--- src/rtl/osc_meter_pkg.sv ---
// Shared types and constants for the ring-oscillator frequency meter.
package osc_meter_pkg;

    // Measurement sequencer states
    typedef enum logic [1:0] {
        IDLE    = 2'd0,
        SETTLE  = 2'd1,
        MEASURE = 2'd2,
        DONE    = 2'd3
    } meter_state_e;

    localparam int DEF_GATE_CYCLES   = 1000;
    localparam int DEF_SETTLE_CYCLES = 8;
    localparam int DEF_CNT_W         = 16;

    // Timer width: wide enough for both the settle and gate intervals, never zero
    function automatic int timer_width(input int gate_cycles, input int settle_cycles);
        int longest;
        int width;
        longest = (gate_cycles > settle_cycles) ? gate_cycles : settle_cycles;
        width   = $clog2(longest);
        return (width < 1) ? 1 : width;
    endfunction

endpackage

--- src/rtl/edge_sync.sv ---
// Two-flop synchroniser with a history flop and rising-edge detector.
// Brings an asynchronous level into the clk domain; rise is a one-cycle
// pulse two to three clk cycles after the input goes high. Input phases
// shorter than two clk periods may be missed.
module edge_sync (
    input  logic clk,
    input  logic rst_n,
    input  logic async_in,
    output logic rise
);

    logic s1_r;
    logic s2_r;
    logic s3_r;

    // Metastability chain (s1, s2) followed by the previous-value history flop
    always_ff @(posedge clk or negedge rst_n) begin
        if (!rst_n) begin
            s1_r <= 1'b0;
            s2_r <= 1'b0;
            s3_r <= 1'b0;
        end else begin
            s1_r <= async_in;
            s2_r <= s1_r;
            s3_r <= s2_r;
        end
    end

    // Both operands are flop outputs, so the pulse is glitch-free
    assign rise = s2_r & ~s3_r;

endmodule

--- src/rtl/osc_freq_meter.sv ---
// Ring-oscillator frequency meter: enables the oscillator, lets it settle,
// counts synchronised rising edges over a fixed gate window and publishes
// the count with a one-cycle valid pulse and a saturation flag.
module osc_freq_meter
    import osc_meter_pkg::*;
#(
    parameter int GATE_CYCLES   = DEF_GATE_CYCLES,
    parameter int SETTLE_CYCLES = DEF_SETTLE_CYCLES,
    parameter int CNT_W         = DEF_CNT_W
) (
    input  logic             clk,
    input  logic             rst_n,
    input  logic             start,
    input  logic             osc_in,
    output logic             osc_en,
    output logic             busy,
    output logic [CNT_W-1:0] count,
    output logic             count_valid,
    output logic             overflow
);

    localparam int TIMER_W = timer_width(GATE_CYCLES, SETTLE_CYCLES);

    localparam logic [TIMER_W-1:0] TIMER_ZERO  = {TIMER_W{1'b0}};
    localparam logic [TIMER_W-1:0] TIMER_ONE   = TIMER_W'(1);
    localparam logic [TIMER_W-1:0] SETTLE_LAST = TIMER_W'(SETTLE_CYCLES - 1);
    localparam logic [TIMER_W-1:0] GATE_LAST   = TIMER_W'(GATE_CYCLES - 1);
    localparam logic [CNT_W-1:0]   CNT_ZERO    = {CNT_W{1'b0}};
    localparam logic [CNT_W-1:0]   CNT_ONE     = CNT_W'(1);
    localparam logic [CNT_W-1:0]   CNT_MAX     = {CNT_W{1'b1}};

    meter_state_e       state_r;
    meter_state_e       state_s;
    logic [TIMER_W-1:0] timer_r;
    logic [TIMER_W-1:0] timer_s;
    logic [CNT_W-1:0]   edge_cnt_r;
    logic [CNT_W-1:0]   edge_cnt_s;
    logic               ovf_r;
    logic               ovf_s;
    logic               rise_s;

    logic               osc_en_r;
    logic               busy_r;
    logic [CNT_W-1:0]   count_r;
    logic               count_valid_r;
    logic               overflow_r;

    edge_sync u_sync (
        .clk      (clk),
        .rst_n    (rst_n),
        .async_in (osc_in),
        .rise     (rise_s)
    );

    // Next-state, timer and saturating edge-counter logic
    always_comb begin
        state_s    = state_r;
        timer_s    = timer_r;
        edge_cnt_s = edge_cnt_r;
        ovf_s      = ovf_r;
        case (state_r)
            IDLE: begin
                if (start) begin
                    state_s    = SETTLE;
                    timer_s    = TIMER_ZERO;
                    edge_cnt_s = CNT_ZERO;
                    ovf_s      = 1'b0;
                end else begin
                    state_s    = IDLE;
                end
            end
            SETTLE: begin
                // Oscillator start-up edges are deliberately ignored here
                if (timer_r == SETTLE_LAST) begin
                    state_s = MEASURE;
                    timer_s = TIMER_ZERO;
                end else begin
                    timer_s = timer_r + TIMER_ONE;
                end
            end
            MEASURE: begin
                // Saturate rather than wrap so a too-fast oscillator is flagged
                if (rise_s) begin
                    if (edge_cnt_r == CNT_MAX) begin
                        ovf_s = 1'b1;
                    end else begin
                        edge_cnt_s = edge_cnt_r + CNT_ONE;
                    end
                end else begin
                    edge_cnt_s = edge_cnt_r;
                end
                if (timer_r == GATE_LAST) begin
                    state_s = DONE;
                    timer_s = TIMER_ZERO;
                end else begin
                    timer_s = timer_r + TIMER_ONE;
                end
            end
            DONE: begin
                state_s = IDLE;
            end
            default: begin
                state_s    = IDLE;
                timer_s    = TIMER_ZERO;
                edge_cnt_s = CNT_ZERO;
                ovf_s      = 1'b0;
            end
        endcase
    end

    // FSM state, gate timer, edge counter and saturation flag registers
    always_ff @(posedge clk or negedge rst_n) begin
        if (!rst_n) begin
            state_r    <= IDLE;
            timer_r    <= TIMER_ZERO;
            edge_cnt_r <= CNT_ZERO;
            ovf_r      <= 1'b0;
        end else begin
            state_r    <= state_s;
            timer_r    <= timer_s;
            edge_cnt_r <= edge_cnt_s;
            ovf_r      <= ovf_s;
        end
    end

    // Status outputs registered from the next state so they align with state_r
    always_ff @(posedge clk or negedge rst_n) begin
        if (!rst_n) begin
            osc_en_r      <= 1'b0;
            busy_r        <= 1'b0;
            count_valid_r <= 1'b0;
        end else begin
            osc_en_r      <= (state_s == SETTLE) || (state_s == MEASURE);
            busy_r        <= (state_s != IDLE);
            count_valid_r <= (state_s == DONE);
        end
    end

    // Result capture on entry to DONE; edge_cnt_s already includes a rise in
    // the final gate cycle, so count is stable for the whole valid pulse
    always_ff @(posedge clk or negedge rst_n) begin
        if (!rst_n) begin
            count_r    <= CNT_ZERO;
            overflow_r <= 1'b0;
        end else if (state_s == DONE) begin
            count_r    <= edge_cnt_s;
            overflow_r <= ovf_s;
        end else begin
            count_r    <= count_r;
            overflow_r <= overflow_r;
        end
    end

    assign osc_en      = osc_en_r;
    assign busy        = busy_r;
    assign count       = count_r;
    assign count_valid = count_valid_r;
    assign overflow    = overflow_r;

endmodule
--- config.mk ---
export PLATFORM = sky130hd
export DESIGN_NAME = osc_freq_meter
export DESIGN_NICKNAME = d
export VERILOG_FILES = /design/src/rtl/osc_meter_pkg.sv /design/src/rtl/edge_sync.sv /design/src/rtl/osc_freq_meter.sv
export SDC_FILE = /design/constraint.sdc
export NUM_CORES = 1
export LEC_CHECK = 0
export BUFFER_PORTS_ARGS = -buffer_cell sky130_fd_sc_hd__buf_2
export CAP_MARGIN = 25
export CELL_PAD_IN_SITES_DETAIL_PLACEMENT = 0
export CELL_PAD_IN_SITES_GLOBAL_PLACEMENT = 1
export CORE_MARGIN = 2
export CORE_UTILIZATION = 30
export DETAILED_ROUTE_END_ITERATION = 16
export PLACE_DENSITY_LB_ADDON = 0.1
export SLEW_MARGIN = 20
export SYNTH_ARGS = -nofsm -noshare
export SYNTH_HDL_FRONTEND = slang
export SYNTH_SLANG_ARGS = --single-unit
export TNS_END_PERCENT = 50
--- constraint.sdc ---
create_clock -name clk -period 7 [get_ports clk]
set_input_delay 1.75 -clock clk [delete_from_list [all_inputs] [get_ports clk]]
set_output_delay 1.75 -clock clk [all_outputs]
set_load 0.01 [all_outputs]
==> run metrics <==
Seq cells post-synth=52; outcome=finished clean; total wire length=6.80 mm; post-cts resize count=0; library cells used by synthesis=62; sw power=0.111 mW; Placed Instance Area=0.00309 mm²; design area=0.00323 mm²; switching share of power=20.6%; Initial Util=31.2%; fin worst setup slack=3680 ps; top_reg_cell synth=dfrtp_1; Post-Syn Nets=307; vias in the first global route=2200; CTS Hold Buffers Added=0; top cells by count, synth=dfrtp_1 (52), nand2_1 (34), nand3_1 (19), inv_1 (17), o21ai_0 (14); io pins=24; power density of the placed cells=167 mW/mm²; register share of total power=55.8%; CP Launch Type=input pin; Max FO, Critical Path=17; leading area contributor after synthesis=dfrtp_1; first-pass GRT wire length=11.4 mm; CTS tree=built; All-Layer GR Usage=13.9%; die height=103 µm; Synth top area share=44.7%; GRT overflow=0; Fmax=301 MHz; Longest Clk Path Bufs=2; M3 GR Usage=2.51%; GR peak layer=met2; die width=103 µm; Fin Setup TNS=0 ps; worst skew pair latency=310 ps; clock transition at the registers of the reported paths=90 ps; vias per inst=5.03; clock sink count=52; Worst Setup Path Type=in2reg; met2 usage=21.2%; syn avg cell area=9.91 µm²; Int Pwr=0.429 mW; die area=0.0105 mm²; Worst VDD drop=0.0000881 V; H-tree depth=2; clk root buf=clkbuf_8; Async SR Flop Fraction=100%; drt pass-1 iters=4; I/O Buffers=23; setup violators final=0; nets@finish=322; Cell Area, Synth=0.00291 mm²; Crit path required time=7240 ps; grt met1 use=20.5%; hpwl dp=4.68 mm; RSZ-0062 raised after global routing=no; clock buffers created by TritonCTS=5; remaining antenna violation count=0; post-synthesis cell count=294; setup bufs post-CTS=0; layout cells sized above 1=17.1%; # DRC=0; critical path arrival=3560 ps; Final Hold Vio Count=0; Gate power share=1.7%; CP Capture Type=flip-flop; Ys Warns=0; top-count cell post-synth=dfrtp_1; worst-margin pin slew=969 ps; DR WL/cell=15.5 µm; Post-synth EDFFs=0; Setup Skew=11.2 ps; Hold WC Path Type=reg2reg; Final Max Tran Viols=0; Seq/Total Area, Yosys=44.7%; gpl congestion=0.754; part of the cycle the worst path needs=47.5%; starting DRC count in detailed routing=46; Max-Cap Viols=0; largest net degree at the start of global routing=53; core box area=0.00933 mm²; detailed-route via count=2206; Leak=1.35 nW; antenna violations before repair=0; DP Worst Slack=2840 ps; min Tclk post-route=3320 ps; Layout area overhead=11.0%; Synth area leaders=dfrtp_1 (45%), nand2_1 (4.4%), ha_1 (3.9%), nand3_1 (3.3%), o21ai_0 (2.4%); relative slew slack=34.7%; Rows=35; Clock power frac=42.5%; diodes inserted=0
per-stage QoR:
| step | utilization [%] | hold slack [ps] | power, mW | cells |
|---|---|---|---|---|
| 3_3_place_gp | 33.1 | 343 | 0.318 | 430 |
| 3_5_place_dp | 33.1 | 344 | 0.318 | 430 |
| 2_1_floorplan | - | 331 | 0.309 | 294 |
| 5_1_grt | 34.6 | 382 | 0.563 | 439 |
| 4_1_cts | 34.5 | 367 | 0.550 | 438 |
| 6_report | 34.6 | 367 | 0.540 | 439 |
critical path: stages:
cell and delay, ps:
buf_2 90, nand2_1 160, o31ai_1 170, ha_1 520
buf_8 230, nand2_1 210, o32a_1 350, o21ai_1 70
path summary, 6_finish.rpt:
path	slack, ps	endpoint	cells past startpoint	from
min reg2reg	370	u_sync.s2_r$_DFF_PN0_	0	u_sync.s1_r$_DFF_PN0_
min in group asynchronous	1560	count[5]$_DFFE_PN0N_	2	rst_n
max in group asynchronous	4990	edge_cnt_r[2]$_DFF_PN0_	2	rst_n
max	3680	count[5]$_DFFE_PN0N_	8	start
min	370	u_sync.s2_r$_DFF_PN0_	0	u_sync.s1_r$_DFF_PN0_
max reg2reg	3820	count[5]$_DFFE_PN0N_	10	timer_r[5]$_DFFE_PN0P_
power groups by stage:
| stage | Clock (mW) | Combinational (mW) | Sequential, mW |
|---|---|---|---|
| 6_report | 0.230 | 0.00939 | 0.301 |
| 5_1_grt | 0.250 | 0.0114 | 0.302 |
| 4_1_cts | 0.239 | 0.0102 | 0.302 |
| 3_5_place_dp | 0 | 0.0102 | 0.307 |
| 3_3_place_gp | 0 | 0.0101 | 0.307 |
| 2_1_floorplan | 0 | 0.00189 | 0.307 |
kinds of logic (layout without fill, tap and decap cells):
| logic type | after synthesis | count (layout) | share of synthesized area (%) |
|---|---|---|---|
| flip-flops | 52 | 52 | 44.7 |
| buffers and inverters | 35 | 51 | 6.10 |
| XOR/XNOR | 8 | 8 | 2.41 |
| AO/OA/AOI/OAI | 72 | 72 | 17.9 |
| multiplexers | 11 | 11 | 4.21 |
| adder cells (fa/ha/maj) | 9 | 9 | 3.87 |
| AND/OR/NAND/NOR | 107 | 107 | 20.9 |
placed cells by master (no fill, tap or decap), drive strengths merged, types with 5 or more instances in the layout:
cell type   n
nor4        5
clkbuf      7
xnor2       7
dfrtp      52
o221ai      7
nand4       6
a31oi       7
or3         5
buf        26
nor2        8
nand2      34
ha          9
inv        17
o21ai      15
nand3      20
a21oi      14
mux2        7
layer usage:
layer / wire (µm) / vias up / share of wire, %
li1: - / 1100 / -
met1: 3660 / 1072 / 54
met2: 2920 / 28 / 43
met3: 155 / 6 / 2.3
met4: 70 / 0 / 1.0
met5: 0 / - / 0
registers in the layout (all words and copies together) (netlist names):
signal       cells
timer_r         10
u_sync.s2_r      1
state_r          2
u_sync.s1_r      1
edge_cnt_r      16
busy             1
ovf_r            1
count_valid      1
overflow         1
u_sync.s3_r      1
osc_en           1
count           16
cell type report:
class | instances | area, µm²
fill | 961 | 6100
multi-input combinational | 207 | 1430
sequential | 52 | 1300
tap | 129 | 161
timing repair buffer | 26 | 145
clock buffer | 7 | 96.3
inverter | 17 | 63.8
clock inverter | 1 | 30.0
No activity file was read; power rests on OpenSTA's default activity.
